### src/rtl/bram_burst_wr_if.sv
// bram_burst_wr_if: upstream stream, start/done and BRAM native port bundle.
// The master view belongs to the block that drives the BRAM port.
interface bram_burst_wr_if;
    logic        start;
    logic        s_valid;
    logic        s_ready;
    logic [31:0] s_data;
    logic        ram_clk;
    logic        ram_rst;
    logic [31:0] ram_addr;
    logic        ram_en;
    logic [3:0]  ram_we;
    logic [31:0] ram_wd_data;
    logic [31:0] ram_rd_data;
    logic        Transfer_Done;
    modport master (
        input  start, s_valid, s_data, ram_rd_data,
        output s_ready, ram_clk, ram_rst, ram_addr, ram_en, ram_we, ram_wd_data, Transfer_Done
    );
    modport slave (
        output start, s_valid, s_data, ram_rd_data,
        input  s_ready, ram_clk, ram_rst, ram_addr, ram_en, ram_we, ram_wd_data, Transfer_Done
    );
endinterface

### src/rtl/bram_burst_wr.sv
// bram_burst_wr: writes a burst of NUM_WORDS stream words to consecutive BRAM
// word addresses from START_ADDR, raising Transfer_Done with the final strobe.
module bram_burst_wr #(
    parameter logic [31:0] START_ADDR = 32'h4580_0000,
    parameter int          NUM_WORDS  = 16,
    parameter int          CNT_W      = 16
) (
    input  logic clk,
    input  logic rst_n,
    bram_burst_wr_if.master bus
);
    typedef enum logic [1:0] {IDLE, WRITE, DONE} state_t;
    state_t           r_state, w_next;
    logic [CNT_W-1:0] r_cnt;
    logic             r_en;
    logic [3:0]       r_we;
    logic [31:0]      r_addr, r_data;
    logic             w_accept, w_start, w_last;
    assign w_accept = bus.s_valid && (r_state == WRITE);
    assign w_start  = bus.start && (r_state == IDLE || r_state == DONE);
    assign w_last   = r_cnt == CNT_W'(NUM_WORDS - 1);
    always_comb begin
        w_next = r_state;
        if (w_start)
            w_next = WRITE;
        else if (w_accept && w_last)
            w_next = DONE;
    end
    // Strobe, address and data are registered so the write lands one cycle after the handshake.
    always_ff @(posedge clk) begin
        if (!rst_n) begin
            r_state <= IDLE;
            r_cnt   <= '0;
            r_en    <= 1'b0;
            r_we    <= 4'h0;
            r_addr  <= 32'h0;
            r_data  <= 32'h0;
        end else begin
            r_state <= w_next;
            r_cnt   <= w_start ? '0 : w_accept ? r_cnt + CNT_W'(1) : r_cnt;
            r_en    <= w_accept;
            r_we    <= w_accept ? 4'hF : 4'h0;
            if (w_accept) begin
                r_addr <= START_ADDR + (32'(r_cnt) << 2);
                r_data <= bus.s_data;
            end
        end
    end
    assign bus.s_ready       = r_state == WRITE;
    assign bus.Transfer_Done = r_state == DONE;
    assign bus.ram_clk       = clk;
    assign bus.ram_rst       = 1'b0;
    assign bus.ram_addr      = r_addr;
    assign bus.ram_en        = r_en;
    assign bus.ram_we        = r_we;
    assign bus.ram_wd_data   = r_data;
endmodule
### src/flat_wrapper.sv
// flat-port wrapper written by rule: the top's interface ports become plain ports
module bram_burst_wr_flat 
#(
    parameter logic [31:0] START_ADDR = 32'h4580_0000,
    parameter int          NUM_WORDS  = 16,
    parameter int          CNT_W      = 16
)
  (clk, rst_n, bus_start, bus_s_valid, bus_s_data, bus_ram_rd_data, bus_s_ready, bus_ram_clk, bus_ram_rst, bus_ram_addr, bus_ram_en, bus_ram_we, bus_ram_wd_data, bus_Transfer_Done);
  bram_burst_wr_if bus_i ();
  input  logic clk;
  input  logic rst_n;
  input wire logic [$bits(bus_i.start)-1:0] bus_start;
  input wire logic [$bits(bus_i.s_valid)-1:0] bus_s_valid;
  input wire logic [$bits(bus_i.s_data)-1:0] bus_s_data;
  input wire logic [$bits(bus_i.ram_rd_data)-1:0] bus_ram_rd_data;
  output wire logic [$bits(bus_i.s_ready)-1:0] bus_s_ready;
  output wire logic [$bits(bus_i.ram_clk)-1:0] bus_ram_clk;
  output wire logic [$bits(bus_i.ram_rst)-1:0] bus_ram_rst;
  output wire logic [$bits(bus_i.ram_addr)-1:0] bus_ram_addr;
  output wire logic [$bits(bus_i.ram_en)-1:0] bus_ram_en;
  output wire logic [$bits(bus_i.ram_we)-1:0] bus_ram_we;
  output wire logic [$bits(bus_i.ram_wd_data)-1:0] bus_ram_wd_data;
  output wire logic [$bits(bus_i.Transfer_Done)-1:0] bus_Transfer_Done;
  assign bus_i.start = bus_start;
  assign bus_i.s_valid = bus_s_valid;
  assign bus_i.s_data = bus_s_data;
  assign bus_i.ram_rd_data = bus_ram_rd_data;
  assign bus_s_ready = bus_i.s_ready;
  assign bus_ram_clk = bus_i.ram_clk;
  assign bus_ram_rst = bus_i.ram_rst;
  assign bus_ram_addr = bus_i.ram_addr;
  assign bus_ram_en = bus_i.ram_en;
  assign bus_ram_we = bus_i.ram_we;
  assign bus_ram_wd_data = bus_i.ram_wd_data;
  assign bus_Transfer_Done = bus_i.Transfer_Done;
  bram_burst_wr #(.START_ADDR(START_ADDR), .NUM_WORDS(NUM_WORDS), .CNT_W(CNT_W)) u_core (.clk(clk), .rst_n(rst_n), .bus(bus_i));
endmodule
### config.mk
export PLATFORM = sky130hd
export DESIGN_NAME = bram_burst_wr_flat
export DESIGN_NICKNAME = d
export VERILOG_FILES = /design/src/rtl/bram_burst_wr_if.sv /design/src/rtl/bram_burst_wr.sv /design/src/flat_wrapper.sv
export SDC_FILE = /design/constraint.sdc
export NUM_CORES = 1
export LEC_CHECK = 0
export ABC_AREA = 1
export ABC_CLOCK_PERIOD_IN_PS = 1650
export CAP_MARGIN = 20
export CORE_MARGIN = 2
export CORE_UTILIZATION = 55
export CTS_BUF_LIST = sky130_fd_sc_hd__clkbuf_16
export CTS_CLUSTER_DIAMETER = 150
export DETAILED_ROUTE_END_ITERATION = 10
export DONT_BUFFER_PORTS = 1
export HOLD_SLACK_MARGIN = 0.05
export PLACE_DENSITY = 0.78
export SYNTH_ARGS = -nofsm -noshare
export SYNTH_HDL_FRONTEND = slang
export SYNTH_SLANG_ARGS = --single-unit
### constraint.sdc
create_clock -name clk -period 1.65 [get_ports clk]
set_input_delay 0.33 -clock clk [delete_from_list [all_inputs] [get_ports clk]]
set_output_delay 0.33 -clock clk [all_outputs]
set_load 0.02 [all_outputs]
=== Word-level counts from Yosys, hierarchy flattened ===
Index checks and enable logic that the tools add are counted.

* Flip-flop bits (word level): 87
* Input bits: 68

* Multiplexer cells: 3
* Bitwise operators: 1
* Reductions and logical operators: 7
* Equal/unequal tests: 3
* $add $sub $neg: 2

{| class="wikitable"
|+ Operators with widths
! cell !! count
|-
| adder 31 x 18 -> 32 bit (first input constant) || 1
|-
| adder 16 x 1 -> 16 bit (second input constant) || 1
|-
| equality test 16 x 4 -> 1 bit (second input constant) || 1
|-
| two-way mux 4 bit || 1
|-
| logical AND 1 bit || 3
|-
| equality test 2 x 1 -> 1 bit (second input constant) || 1
|-
| equality test 2 bit (second input constant) || 1
|-
| zero test 2 bit || 1
|-
| two-way mux 1 bit || 2
|-
| nonzero test 2 bit || 1
|-
| OR reduction 2 bit || 1
|-
| logical OR 1 bit || 1
|-
| NOT 1 bit || 1
|}

=== Longest topological paths before layout ===
Gate-level depths: netlist of run 1.

* Depth after elaboration: 5
* Gate-level depth with buffers: 9

==> results of run 1 <==
[power by group]
group	total, W	internal (W)	leakage, nW	switching [W]
Clock	0.00196	0.00130	0.155	0.000662
Combinational	0.000197	0.0000510	0.422	0.000146
Sequential	0.00178	0.00169	0.552	0.0000866
[what timing repair did]
action                                  in CTS  in global routing
resized for setup                            0                  1
buffers inserted                             0                  0
endpoints found under the setup margin       0                  1
[cells in the mapped netlist, types with 2 or more instances]
cell type	n	area share
a21oi_1	59	0.10
buf_2	8	0.014
buf_4	23	0.061
clkbuf_1	7	0.0093
dfxtp_1	68	0.48
inv_1	23	0.031
inv_2	2	0.0027
nand2_1	118	0.16
nand3_1	11	0.019
nand3b_1	2	0.0053
nand4_1	8	0.018
nor2_1	27	0.036
nor3_1	3	0.0053
o21ai_0	12	0.021
[area by class of cell]
class	instances	share of cell area
Sequential cell	68	0.440
Tap cell	70	0.0283
Inverter	26	0.0316
Clock buffer	9	0.0728
Multi-Input combinational cell	262	0.378
Timing Repair Buffer	9	0.0219
Clock inverter	7	0.0271
[kinds of logic after synthesis]
| family | count (synthesis) | synth area share |
|---|---|---|
| and+or+nand+nor | 175 | 0.258 |
| AOI/OAI and AO/OA | 73 | 0.131 |
| DFF | 68 | 0.481 |
| buffers and inverters | 65 | 0.123 |
| adders and majority gates | 1 | 0.00442 |
| other | 1 | 0.00133 |
[path summary, 6_finish.rpt]
| kind | startpoint | end | slack, ps | cells after the start |
|---|---|---|---|---|
| max reg2reg | u_core.r_state[0]$_SDFFE_PN0P_ | u_core.r_cnt[11]$_SDFFE_PP0P_ | 230 | 7 |
| max | u_core.r_state[0]$_SDFFE_PN0P_ | u_core.r_cnt[11]$_SDFFE_PP0P_ | 230 | 7 |
| min reg2reg | u_core.bus.ram_addr[26]$_SDFFE_PN0P_ | u_core.bus.ram_addr[26]$_SDFFE_PN0P_ | 470 | 1 |
| min | rst_n | u_core.bus.ram_addr[26]$_SDFFE_PN0P_ | 120 | 1 |
[state kept, by name (all words and copies together) (netlist names)]
register / flops
u_core.bus.ram_wd_data: 32
u_core.bus.ram_addr: 17
u_core.r_cnt: 16
u_core.r_state: 2
u_core.bus.ram_we: 1
[placed cells by master, fill, tap and decap left out, types with 9 or more instances in the layout]
master,netlist,final
a21oi_1,59,59
nand2_1,118,118
clkbuf_16,0,9
nor2_1,27,27
dfxtp_1,68,68
conb_1,1,13
buf_4,23,9
o21ai_0,12,12
nand3_1,11,11
inv_1,23,25
[per-layer routing]
metal,track usage,share of wire,up-vias
li1,-,-,1180
met1,0.235,0.43,1064
met2,0.311,0.47,92
met3,0.0701,0.083,17
met4,0.109,0.022,0
met5,0,0,-
[stage by stage]
stage               instance area [um^2]  power (W)  cells
finish                              3090    0.00394    451
global route                        3090    0.00409    451
CTS                                 3090    0.00398    451
detailed placement                  2780    0.00201    435
global placement                    2780    0.00201    435
floorplan                           2870    0.00208    395
==> impl_results.md, run 1 <==
* Diodes inserted at 0
* DR WL/cell at 13.0 um
* Area of the multi-input gates at 1170 um^2
* P per Cell Area at 1270 nW/um^2
* Drt total wl at 5850 um
* Total CTS buffers at 9
* Via/cell ratio at 5.22
* RSZ-0062 raised after global routing: no
* Chip Height at 75.7 um
* Io pins at 141
* Seq cells post-synth at 68
* Hold WC Path Type: primary input to flop
* Vias at 2,353
* Final hold vios at 0
* Fmax at 703 MHz
* Fill count at 457
* Global route overflow at 0
* CTS sink count at 68
* WP data required at 1870 ps
* Largest net degree at the start of global routing at 43
* CTS tree: yes
* Slew Viols, Final at 0
* Core area at 5040 um^2
* CP Data Arrival Time at 1650 ps
* Sequential Area at 1360 um^2
* Area grow syn2layout at 9.34%
* First DRT Iteration DRCs at 96
* Root buf cell: clkbuf_16
* Worst Slack Setup Final at 228 ps
* Post-synth ARST share at 0
* Prevailing post-synth register cell: dfxtp_1
* Final number of setup-violating endpoints at 0
* Slowest-stage cell, CP: dfxtp_1
* Die area at 5730 um^2
* Total GRT Usage at 0.198
* Max VDD drop at 0.707 mV
* Startpoint Class: flop
* Max Buffers Root-to-Sink at 2
* DRT antenna net count at 0
* WP buf/inv at 1
* Kind of critical path: flop to flop
* Worst Clk Skew at 2.94 ps
* Mapped cell area at 2830 um^2
* HPWL Detailed at 4070 um
* Drt pass-1 iters at 5
* Worst setup EP type: flop
* Register area share after synthesis at 0.481
* Share of layout cells above drive strength 1 at 0.0761
* Clk_lat worst skew at 330 ps
* Cell row count at 26
* Synth unique cells at 26
* Initial antenna violation count at 0
* Setup TNS at 0 ps
* Tmin final at 1420 ps
* Initial Util at 0.561
* CP Cell Sequence: nand3_2, inv_2, nand2_1, nor2_1, nand3_1, nand2_1, nor2_1
* Placer Congestion at 0.930
* Port bufs at 0
* First-pass GRT wire length at 8420 um
* Util after Layout at 0.613
* CTS H-tree lvls at 3
* Mapped Cells at 383
* Status: completed
* Post-route DRC at 0
* Max-cap viol count at 0
* Post-synth EDFFs at 0
* Worst hold slack at 123 ps
* Leakage at 1.13 nW
* CP delay by family, top: simple AND/OR/NAND/NOR gates
* Syn_area_per_cell at 7.38 um^2
* CP max stage delay at 450 ps
* Die width at 75.7 um
* DP Worst Slack at 205 ps
* CTS hold repair buffers at 0
* Nets at 445
* Worst-path maximum fanout at 15
* CTS clk-pin slew, worst paths at 50 ps
* Tcrit/Tclk final at 0.862
* Warnings from Yosys at 0
* Vias in the first global route at 1,898
(Power assumes the default switching activity.)
==> inputs of run 2 (changes only) <==
- ABC_CLOCK_PERIOD_IN_PS: 1650 -> 1700
- clock period: 1.65 -> 1.7 ns (I/O delays scaled with it)
==> run 2 against run 1 <==
Against the previous run: fmax is 3.2% lower; routed wire length is 3.1% lower; via count is 2.1% lower; first-iteration DRC count is 9.4% lower; die area stayed put; power is 9.6% lower; clock power is 16% lower; combinational power is 4% lower; core utilization is 0.92 points lower; register-to-register slack hardly changed.
==> impl_results.md, run 2 (synthesis gave the netlist of run 1 again) <==
* CP max stage delay at 390 ps (-60 ps)
* Max Buffers Root-to-Sink at 2 (unchanged)
* WP data required at 1960 ps (+90 ps)
* P per Cell Area at 1170 nW/um^2 (-8.3%)
* Cell row count at 26 (unchanged)
* Worst Clk Skew at 5.78 ps (+2.84 ps)
* Placer Congestion at 0.923 (-0.70%)
* Max VDD drop at 0.659 mV (-6.8%)
* Clk_lat worst skew at 320 ps (about the same)
* Vias at 2,303 (-2.1%)
* Switch Pwr at 0.000891 W (-0.32%)
* Port bufs at 0 (unchanged)
* Most frequent cells in the layout: nand2_1, dfxtp_1, a21oi_1
* DR WL/cell at 12.6 um (-3.1%)
* Seq pwr share at 0.485 (+0.033)
* CTS H-tree lvls at 3 (unchanged)
* Initial Util at 0.561 (unchanged)
* Share of layout cells above drive strength 1 at 0.0814 (+0.00525)
* Setup TNS at 0 ps (unchanged)
* CTS hold repair buffers at 0 (unchanged)
* Chip Height at 75.7 um (unchanged)
* Kind of critical path: flop to flop
* Max-cap viol count at 0 (unchanged)
* Hold WC Path Type: primary input to flop
* Io pins at 141 (unchanged)
* Diodes inserted at 0 (unchanged)
* Status: completed
* Nets at 445 (unchanged)
* Final hold vios at 0 (unchanged)
* Internal power consumption at 0.00267 W (-12%)
* Util after Layout at 0.604 (-0.00918)
* Switching portion of total power at 0.250 (+0.0234)
* Clock network fraction of total power at 0.462 (-0.036)
* Core area at 5040 um^2 (unchanged)
* DP Worst Slack at 245 ps (+39.8 ps)
* Tmin final at 1470 ps (+46.8 ps)
* Leakage at 1.10 nW (-2.4%)
* Startpoint Class: flop
* Total GRT Usage at 0.192 (-0.00540)
* First-pass GRT wire length at 8190 um (-2.7%)
* Largest net degree at the start of global routing at 43 (unchanged)
* Total CTS buffers at 9 (unchanged)
* Final number of setup-violating endpoints at 0 (unchanged)
* Vias in the first global route at 1,880 (-0.95%)
* Via/cell ratio at 5.11 (-2.1%)
* Drt total wl at 5660 um (-3.1%)
* Worst setup EP type: flop
* Worst-path maximum fanout at 7 (-8)
* Drt pass-1 iters at 4 (-1)
* Global route overflow at 0 (unchanged)
* CTS sink count at 68 (unchanged)
* CP Cell Sequence: ha_1, nand4_1, nor2_2, nand3_1, nand2_1, inv_1, nor2_1
* Tcrit/Tclk final at 0.864 (+0.00220)
* Cells resized by post-CTS repair at 0 (unchanged)
* Die width at 75.7 um (unchanged)
* Initial antenna violation count at 0 (unchanged)
* Fmax at 681 MHz (-3.2%)
* Die area at 5730 um^2 (unchanged)
* Reg2Reg Setup Slack at 230 ps (about the same)
* CP Data Arrival Time at 1730 ps (+80 ps)
* Worst Slack Setup Final at 231 ps (+3.16 ps)
* RSZ-0062 raised after global routing: no
* CTS tree: yes
* Gate power share at 0.053 (+0.003)
* Area grow syn2layout at 7.70%
* First DRT Iteration DRCs at 87 (-9.4%)
* DRT antenna net count at 0 (unchanged)
* CTS clk-pin slew, worst paths at 50 ps (about the same)
* Most common cell after layout, fill and taps aside: nand2_1
* Post-CTS setup buffers at 0 (unchanged)
* HPWL Detailed at 3950 um (-3.0%)
* Max reg flops at 32 (unchanged)
* Slew Viols, Final at 0 (unchanged)
* Post-route DRC at 0 (unchanged)
* Root buf cell: clkbuf_16
* Slowest-stage cell, CP: dfxtp_1
-- run 2: final cells by class --
cell class                 instances  area, um^2
tap                               70        87.6
sequential                        68        1360
clock inverter                     7        42.5
timing repair buffer               9        67.6
clock buffer                       9         225
fill                             455        2000
multi-input combinational        262        1160
inverter                          26        97.6
-- run 2: worst paths after layout --
| kind | startpoint | to | cells after the start |
|---|---|---|---|
| max | u_core.r_cnt[1]$_SDFFE_PP0P_ | u_core.r_cnt[14]$_SDFFE_PP0P_ | 7 |
| min | rst_n | u_core.bus.ram_addr[26]$_SDFFE_PN0P_ | 1 |
| max reg2reg | u_core.r_cnt[1]$_SDFFE_PP0P_ | u_core.r_cnt[14]$_SDFFE_PP0P_ | 7 |
| min reg2reg | u_core.bus.ram_addr[26]$_SDFFE_PN0P_ | u_core.bus.ram_addr[26]$_SDFFE_PN0P_ | 1 |
-- run 2: critical path: cells and delay by family, from the launching register on --
family                   cells  cell delay, ps
flip-flops                   1             390
buffers and inverters        1              30
adder cells (fa/ha/maj)      1             270
AND/OR/NAND/NOR              5             720
-- run 2: through the flow --
step	power [W]	instances	hold slack [ps]	cell area, um^2
2_1_floorplan	0.00202	395	453	2870
3_3_place_gp	0.00195	435	340	2780
3_5_place_dp	0.00195	435	340	2780
4_1_cts	0.00360	451	128	3050
5_1_grt	0.00370	451	122	3050
6_report	0.00356	451	137	3050
-- run 2: metal layers --
metal,track usage,vias up,routed length (um)
li1,-,1184,-
met1,0.236,1024,2500
met2,0.298,88,2620
met3,0.0807,7,502
met4,0.0819,0,40
met5,0,-,0
-- run 2: power by group through the flow --
stage	combinational, W	sequential (W)	clock, W
floorplan	0.000192	0.00176	0.0000687
global placement	0.000186	0.00176	0
detailed placement	0.000191	0.00176	0
CTS	0.000191	0.00173	0.00168
global route	0.000216	0.00173	0.00175
finish	0.000190	0.00173	0.00164
